===== config.mk =====
export PLATFORM = sky130hd
export DESIGN_NAME = osd_dii_pkt_arbiter_flat
export DESIGN_NICKNAME = d
export VERILOG_FILES = /design/src/rtl/osd_dii_pkt_arbiter_if.sv /design/src/rtl/osd_dii_pkt_arbiter.sv /design/src/flat_wrapper.sv
export SDC_FILE = /design/constraint.sdc
export NUM_CORES = 1
export LEC_CHECK = 0
export ABC_CLOCK_PERIOD_IN_PS = 3200
export CAP_MARGIN = 25
export CORE_AREA = 2 2 46 48
export DETAILED_ROUTE_END_ITERATION = 7
export DIE_AREA = 0 0 48 50
export PLACE_DENSITY_LB_ADDON = 0.12
export SLEW_MARGIN = 20
export SYNTH_ARGS = -nofsm -noshare
export SYNTH_HDL_FRONTEND = slang
export SYNTH_SLANG_ARGS = --single-unit
export TNS_END_PERCENT = 5

===== constraint.sdc =====
create_clock -name clk -period 3.2 [get_ports clk]
set_input_delay 0.8 -clock clk [delete_from_list [all_inputs] [get_ports clk]]
set_output_delay 0.8 -clock clk [all_outputs]
set_load 0.01 [all_outputs]

===== src/rtl/osd_dii_pkt_arbiter_if.sv =====
`timescale 1ns/1ps
// Bundle of dii flit sources and the single arbitrated dii flit sink.
// The master modport is the arbiter side; slave is the sources/sink side.
interface osd_dii_pkt_arbiter_if #(
  parameter int NUM_PORTS = 2
);
  logic [NUM_PORTS-1:0]       in_valid;
  logic [NUM_PORTS-1:0]       in_last;
  logic [NUM_PORTS-1:0][15:0] in_data;
  logic [NUM_PORTS-1:0]       in_ready;
  logic                       out_valid;
  logic                       out_last;
  logic [15:0]                out_data;
  logic                       out_ready;

  modport master (
    input  in_valid, in_last, in_data, out_ready,
    output in_ready, out_valid, out_last, out_data
  );

  modport slave (
    output in_valid, in_last, in_data, out_ready,
    input  in_ready, out_valid, out_last, out_data
  );
endinterface


===== src/rtl/osd_dii_pkt_arbiter.sv =====
`timescale 1ns/1ps
// Packet-granular round-robin arbiter: grant locks until the winner's last flit.
// Optional oversize-packet check is enabled by defining OSD_DII_ARB_LEN_CHECK_EN.
module osd_dii_pkt_arbiter #(
  parameter int NUM_PORTS   = 2,
  parameter int MAX_PKT_LEN = 8
) (
  input  logic                 clk,
  input  logic                 rst,
  osd_dii_pkt_arbiter_if.master dii,
  output logic [NUM_PORTS-1:0] grant,
  output logic                 err_oversize
);
  localparam int PTR_W = $clog2(NUM_PORTS);

  if (NUM_PORTS < 2 || NUM_PORTS > 16 || MAX_PKT_LEN < 3) begin : g_param_check
    $error("osd_dii_pkt_arbiter: illegal NUM_PORTS or MAX_PKT_LEN");
  end

  typedef enum logic [1:0] {
    S_IDLE   = 2'd0,
    S_LOCKED = 2'd1
`ifdef OSD_DII_ARB_LEN_CHECK_EN
    , S_DRAIN = 2'd2
`endif
  } state_t;

  state_t               r_state, w_state_next;
  logic [NUM_PORTS-1:0] r_grant, w_grant_next;
  logic [PTR_W-1:0]     r_gidx, w_gidx_next;
  logic [PTR_W-1:0]     r_rr_ptr, w_rr_next;
  logic [PTR_W-1:0]     w_pick_idx;
  logic [PTR_W-1:0]     w_gidx_inc;
  logic                 w_pick_found;
  logic                 w_sel_valid;
  logic                 w_sel_last;
  logic                 w_xfer;

`ifdef OSD_DII_ARB_LEN_CHECK_EN
  localparam int CNT_W = $clog2(MAX_PKT_LEN + 1);
  logic [CNT_W-1:0] r_cnt, w_cnt_next;
  logic             w_err;
  assign err_oversize = w_err;
`else
  assign err_oversize = 1'b0;
`endif

  // Scan downward so the candidate closest to rr_ptr is the one left standing.
  always_comb begin
    int j;
    w_pick_found = 1'b0;
    w_pick_idx   = '0;
    for (int k = NUM_PORTS - 1; k >= 0; k--) begin
      j = int'(r_rr_ptr) + k;
      if (j >= NUM_PORTS) j = j - NUM_PORTS;
      if (dii.in_valid[j]) begin
        w_pick_found = 1'b1;
        w_pick_idx   = PTR_W'(j);
      end
    end
  end

  assign w_sel_valid = dii.in_valid[r_gidx];
  assign w_sel_last  = dii.in_last[r_gidx];
  assign w_gidx_inc  = (r_gidx == PTR_W'(NUM_PORTS - 1)) ? '0 : r_gidx + 1'b1;
  assign w_xfer      = (r_state == S_LOCKED) && w_sel_valid && dii.out_ready;
  assign grant       = r_grant;

  always_comb begin
    w_state_next  = r_state;
    w_grant_next  = r_grant;
    w_gidx_next   = r_gidx;
    w_rr_next     = r_rr_ptr;
    dii.in_ready  = '0;
    dii.out_valid = 1'b0;
    dii.out_last  = 1'b0;
    dii.out_data  = dii.in_data[r_gidx];
`ifdef OSD_DII_ARB_LEN_CHECK_EN
    w_cnt_next    = r_cnt;
    w_err         = 1'b0;
`endif
    case (r_state)
      S_IDLE: begin
        if (w_pick_found) begin
          w_state_next = S_LOCKED;
          w_grant_next = NUM_PORTS'(1) << w_pick_idx;
          w_gidx_next  = w_pick_idx;
`ifdef OSD_DII_ARB_LEN_CHECK_EN
          w_cnt_next   = '0;
`endif
        end
      end
      S_LOCKED: begin
        dii.out_valid = w_sel_valid;
        dii.out_last  = w_sel_last;
        dii.in_ready  = r_grant & {NUM_PORTS{dii.out_ready}};
        if (w_xfer && w_sel_last) begin
          w_state_next = S_IDLE;
          w_grant_next = '0;
          w_rr_next    = w_gidx_inc;
        end
`ifdef OSD_DII_ARB_LEN_CHECK_EN
        else if (w_xfer) begin
          w_cnt_next = r_cnt + 1'b1;
          // Truncate: close the packet downstream, then swallow the rest.
          if (r_cnt == CNT_W'(MAX_PKT_LEN - 1)) begin
            dii.out_last = 1'b1;
            w_err        = 1'b1;
            w_state_next = S_DRAIN;
          end
        end
`endif
      end
`ifdef OSD_DII_ARB_LEN_CHECK_EN
      S_DRAIN: begin
        dii.in_ready = r_grant;
        if (w_sel_valid && w_sel_last) begin
          w_state_next = S_IDLE;
          w_grant_next = '0;
          w_rr_next    = w_gidx_inc;
        end
      end
`endif
      default: w_state_next = S_IDLE;
    endcase
  end

  always_ff @(posedge clk or posedge rst) begin
    if (rst) begin
      r_state  <= S_IDLE;
      r_grant  <= '0;
      r_gidx   <= '0;
      r_rr_ptr <= '0;
`ifdef OSD_DII_ARB_LEN_CHECK_EN
      r_cnt    <= '0;
`endif
    end else begin
      r_state  <= w_state_next;
      r_grant  <= w_grant_next;
      r_gidx   <= w_gidx_next;
      r_rr_ptr <= w_rr_next;
`ifdef OSD_DII_ARB_LEN_CHECK_EN
      r_cnt    <= w_cnt_next;
`endif
    end
  end
endmodule

===== src/flat_wrapper.sv =====
// flat-port wrapper written by rule: the top's interface ports become plain ports
module osd_dii_pkt_arbiter_flat 
#(
  parameter int NUM_PORTS   = 2,
  parameter int MAX_PKT_LEN = 8
)
  (clk, rst, grant, err_oversize, dii_in_valid, dii_in_last, dii_in_data, dii_out_ready, dii_in_ready, dii_out_valid, dii_out_last, dii_out_data);
  osd_dii_pkt_arbiter_if #(.NUM_PORTS(NUM_PORTS)) dii_i ();
  input  logic clk;
  input  logic rst;
  output logic [NUM_PORTS-1:0] grant;
  output logic err_oversize;
  input wire logic [$bits(dii_i.in_valid)-1:0] dii_in_valid;
  input wire logic [$bits(dii_i.in_last)-1:0] dii_in_last;
  input wire logic [$bits(dii_i.in_data)-1:0] dii_in_data;
  input wire logic [$bits(dii_i.out_ready)-1:0] dii_out_ready;
  output wire logic [$bits(dii_i.in_ready)-1:0] dii_in_ready;
  output wire logic [$bits(dii_i.out_valid)-1:0] dii_out_valid;
  output wire logic [$bits(dii_i.out_last)-1:0] dii_out_last;
  output wire logic [$bits(dii_i.out_data)-1:0] dii_out_data;
  assign dii_i.in_valid = dii_in_valid;
  assign dii_i.in_last = dii_in_last;
  assign dii_i.in_data = dii_in_data;
  assign dii_i.out_ready = dii_out_ready;
  assign dii_in_ready = dii_i.in_ready;
  assign dii_out_valid = dii_i.out_valid;
  assign dii_out_last = dii_i.out_last;
  assign dii_out_data = dii_i.out_data;
  osd_dii_pkt_arbiter #(.NUM_PORTS(NUM_PORTS), .MAX_PKT_LEN(MAX_PKT_LEN)) u_core (.clk(clk), .rst(rst), .dii(dii_i), .grant(grant), .err_oversize(err_oversize));
endmodule

## Yosys cells after proc, flatten, opt, wreduce, memory -nomap -nowiden

Index checks and enable logic that the tools add are counted.

- Bitwise logic cells: 1
- Muxes and demuxes: 27
- Shift-type cells: 1
- $add $sub $neg: 4
- Order comparisons: 5
- Eq/ne operators: 3
- Divide/modulo/power cells: 0
- Multiply operators: 0
- Reductions and logical operators: 9

Operators with widths:

| cell | number |
|---|---|
| < comparator 32 x 3 -> 1 bit, second input constant | 2 |
| 2-to-1 mux 32 bit | 2 |
| >= comparator 32 x 3 -> 1 bit, second input constant | 1 |
| 2-to-1 mux 16 bit | 2 |
| subtractor 32 x 3 -> 32 bit, second input constant | 1 |
| 2-to-1 mux 1 bit | 17 |
| 2-to-1 mux 2 bit | 4 |
| case mux 2 bit (2 select lines) | 2 |
| AND reduction 2 bit | 3 |
| logical AND 1 bit | 3 |
| AND reduction 3 bit | 1 |
| subtractor 1 x 2 -> 3 bit, second input constant | 1 |
| adder 1 x 1 -> 2 bit, second input constant | 1 |
| bitwise AND 2 bit | 1 |
| == test 2 x 1 -> 1 bit, second input constant | 1 |
| >= comparator 1 x 2 -> 1 bit, second input constant | 1 |
| zero test 2 bit | 1 |
| < comparator 1 x 2 -> 1 bit, second input constant | 1 |
| inequality test 2 x 1 -> 1 bit, second input constant | 1 |
| inequality test 2 bit, second input constant | 1 |
| nonzero test 2 bit | 1 |
| left shift 1 x 1 -> 2 bit, first input constant | 1 |
| adder 1 bit, second input constant | 1 |

- Memory bits (read-only): 0
- Output and inout bits: 23
- Memories: 0
- Bits in writable memories: 0
- Word-level logic and storage cells: 54
- Input port bits: 39
- Register bits after elaboration: 6
- Latch bits: 0

## Depth between registers and ports, before layout

Gate-level depths: netlist (run 1).

- Depth in word-level cells: 11
- Mapped depth: 4
- Gate-level depth less buffers: 3

## Worst setup path before layout (run 1)

No wires, ideal clock.

- Path type: input -> output
- Start point: input dii_in_last[1]
- End point: output dii_out_last
- Data required time: 2400 ps
- Path buffers: 0
- Arrival: 1268 ps
- Cell stages on the path: 2
- Slack: 1132 ps
- Cell sequence: mux2_2 -> and2_1

- Cells in the longest elaborated chain, start to end: 3

Ends and longest elaborated chain:

| what | RTL line | source |
|---|---|---|
| start: declaration | flat_wrapper.sv:14 | `input wire logic [$bits(dii_i.in_last)-1:0] dii_in_last;` |
| 2-to-1 mux 1 bit (not written as such) (2 in series) | osd_dii_pkt_arbiter.sv:64 | `assign w_sel_last = dii.in_last[r_gidx];` |
| 2-to-1 mux 1 bit | osd_dii_pkt_arbiter.sv:82 | `case (r_state)` |
| end: declaration | flat_wrapper.sv:19 | `output wire logic [$bits(dii_i.out_last)-1:0] dii_out_last;` |

No other way between the ends. The select of a mux whose other input is x is not followed.

## Worst setup path after layout (run 1)

Ends and elaborated chain as after synthesis.

==> results of run 1 <==
==> synth_stat cells (2+ instances only) <==
cell type   n
a31o_1      2
and3_1      2
dfrtp_1     5
inv_1       4
mux2_2     17
mux2i_1     2
==> cell type report <==
type / instances / area (um2) / share of cell area
Multi-Input combinational cell: 32 / 318 / 0.282
Tap cell: 27 / 33.8 / 0.0300
Clock buffer: 4 / 26.3 / 0.0233
Timing Repair Buffer: 61 / 608 / 0.540
Inverter: 4 / 15.0 / 0.0133
Sequential cell: 5 / 125 / 0.111
==> metal layers <==
metal / vias to the layer above / wire length [um] / share of wire / GRT usage
li1: 284 / - / - / -
met4: 0 / 0 / 0 / 0.0270
met5: - / 0 / 0 / 0
met1: 256 / 717 / 0.39 / 0.181
met3: 0 / 197 / 0.11 / 0.0549
met2: 31 / 939 / 0.51 / 0.262
==> report_power, final <==
group / switching, mW / leakage (nW) / internal [mW] / total, mW
logic: 0.166 / 0.404 / 0.298 / 0.465
clock network: 0.0236 / 0.0150 / 0.0470 / 0.0706
registers: 0.0253 / 0.0587 / 0.0888 / 0.114
==> registers in the layout, indices dropped and copies added (netlist names) <==
register / cells
u_core.r_rr_ptr: 1
u_core.r_gidx: 1
u_core.grant: 2
u_core.r_state: 1
==> worst max-delay path by stage <==
| stage | from | to | slack (ns) |
|---|---|---|---|
| global placement | dii_in_last[0] | dii_out_last | 0.29 |
| finish | dii_in_last[1] | dii_out_last | 0.29 |
| floorplan | dii_in_last[1] | dii_out_last | 1.13 |
| global route | dii_in_valid[0] | dii_out_valid | 0.22 |
| CTS | dii_in_last[1] | dii_out_last | 0.28 |
| detailed placement | dii_in_last[1] | dii_out_last | 0.28 |
==> placed cells by master, fill, tap and decap left out, drive strengths merged <==
master         instances
clkdlybuf4s50         60
mux2                  17
dfrtp                  5
inv                    4
clkbuf                 4
mux2i                  2
a31o                   2
and3                   2
nand4b                 1
o21ai                  1
a211oi                 1
a21o                   1
nor2                   1
and2                   1
o31a                   1
o211a                  1
conb                   1
buf                    1
==> through the flow <==
stage | hold slack [ns] | utilization | instance area, um2
after detailed placement | 0.546 | 0.578 | 1100
after global routing | 0.589 | 0.592 | 1130
after global placement | 0.540 | 0.578 | 1100
after floorplan | 0.504 | - | 482
final | 0.543 | 0.592 | 1130
after CTS | 0.558 | 0.592 | 1130
==> kinds of logic (layout without fill, tap and decap cells) <==
kind of cell	after synthesis	after routing
other cells	1	1
flops	5	5
mux	19	19
simple gates	5	5
buf+inv	7	69
compound gates	7	7
==> worst register-to-register path: stages, from the launching register on <==
cell	delay, ns
dfrtp_1	0.42
mux2_2	0.39
nand4b_4	0.11
mux2i_1	0.20
==> metrics.md, run 1 <==
| Metric | Value |
|---|---|
| Row count | 16 |
| Post-Synth Simple-Gate Area | 0.0961 |
| Drt drc | 0 |
| Worst r2r dst | u_core.r_rr_ptr |
| Max frequency | ~340 MHz |
| Clk_skew | ~0.0078 ns |
| Hold-fix buffers, CTS | 0 |
| CP cell instances | clkdlybuf4s50_1 -> mux2_2 -> and2_1 -> clkdlybuf4s50_1 |
| Dpl ws | approximately 0.28 ns |
| Root Buffer | clkbuf_4 |
| Fill count | 175 |
| Crit. End Element | output port |
| Overall power | 0.650 mW |
| Area Growth Syn to Fin | 134% |
| Syn nets | 83 |
| TritonCTS clock tree | yes |
| Dominant cell type by area after synthesis | mux2_2 |
| CP required | between 2 and 2.5 ns |
| R2R Setup Slk | 2.01 ns |
| Final cell count without fillers | 133 |
| Pin count of the biggest net entering global routing | 17 |
| Starting Density | 0.253 |
| Top-area cell type share of the netlist area | 0.397 |
| Post-synth EDFFs | 0 |
| Final worst-path cycle share | 0.911 |
| Worst EP arrival | ~2.1 ns |
| Die area | between 2000 and 2500 um2 |
| Slowest-stage cell, CP | clkdlybuf4s50_1 |
| Main combinational cell family by area after synthesis | multiplexers |
| Clock slew at reported path FFs | 0.04 ns |
| Worst r2r path cells | 3 |
| Fin. Hold Viols | 0 |
| Mux share of post-synthesis cell area | 0.439 |
| Hold path startpoint | u_core.grant[1] |
| CTS H-Tree Depth | 1 |
| Synthesized flop and latch total | 5 |
| CP Launch Type | input pin |
| Chip Height | ~50 um |
| Clock Latency Late Sink | 0.24 ns |
| # Post-CTS Setup Buffers | 0 |
| Critical path class | input pin to output port |
| Area contributors post-synth | mux2_2 40%, dfrtp_1 26%, nand4b_4 4.9%, mux2i_1 4.2%, a31o_1 3.6% |
| Warnings from Yosys | 0 |
| Reg2reg start | u_core.r_gidx |
| Setup violators final | 0 |
| DPL Wire Length | roughly 1600 um |
| Setup WS post-layout | 0.285 ns |
| Critical path depth | 4 |
| Port bufs | 60 |
| GRT overflow | 0 |
| WL/cell | 13.9 um |
| Final setup TNS | 0 ns |
| CP bufs+invs | 2 |
| Max Cap Viol | 0 |
| GRT Util Overall | 0.154 |
| CP dominant cell by count | clkdlybuf4s50_1 |
| Synth unique cells | 18 |
| Peak supply drop | 0.331 mV |
| DRT Wirelength | 1860 um |
| Seq/Total Area, Yosys | 0.260 |
| RSZ-0062 raised after global routing | no |
| Adder-cell share of the synthesized area | 0 |
| Pleak | 0.477 nW |
| Worst-path fanout max | 2 |
| CTS-repair resized insts | 0 |
| First-pass GRT wire length | 2620 um |
| Chip width | about 48 um |
| Post-synthesis xor/xnor area fraction | 0 |
| Critical path's top delay family | buffers and inverters |
| Largest stage delay, worst path | 0.47 ns |
| Share of layout cells above drive strength 1 | 0.208 |
| Post-Syn Area per Cell | ~11 um2 |
| CTS Buffer Depth | 2 |
| Net total in the final layout | 146 |
| Initial drt markers | 6 |
| Clock Sinks | 5 |
| Routed vias/inst | 4.29 |
| First drt pass iteration count | 4 |
| Detail Route Antenna Nets | 0 |
| FFs w/ async S/R, synth | 1.00 |
| Initial antenna violation count | 0 |
| Complex-gate fraction of the synthesized area | 0.117 |
| Netlist Area Pre-Place | ~480 um2 |
| Final GP Congestion | between 0.7 and 0.8 |
| I/O Pins | 62 |
| Hold crit path type | flip-flop to flip-flop |
| Vias in the first global route | 540 |
| Max-slew violations | 0 |
| Post-route minimum period | slightly below 3 ns |
| Hold path depth | 1 |
| Hold EP | u_core.grant[1] |
| Core footprint | 1900 um2 |
| PD cells | 577 nW/um2 |
| Via count | 571 |
| Status | finished, final reports clean |
| Synth Flop Type | dfrtp_1 |
| Syn Inst Count | 44 |
| Ant. Diodes | 0 |
| Cts bufs inserted | 3 |
| # placed instances | 129 |
Power figures use the tool's default switching activity.
==> run 2, diff against run 1 <==
--- a/config.mk
+++ b/config.mk
@@ -11,7 +11,6 @@
 export DETAILED_ROUTE_END_ITERATION = 7
 export DIE_AREA = 0 0 48 50
 export PLACE_DENSITY_LB_ADDON = 0.12
-export SLEW_MARGIN = 20
 export SYNTH_ARGS = -nofsm -noshare
 export SYNTH_HDL_FRONTEND = slang
 export SYNTH_SLANG_ARGS = --single-unit
==> results of run 2 <==
The final DEF is identical to that of run 1; final timing and power are the same.
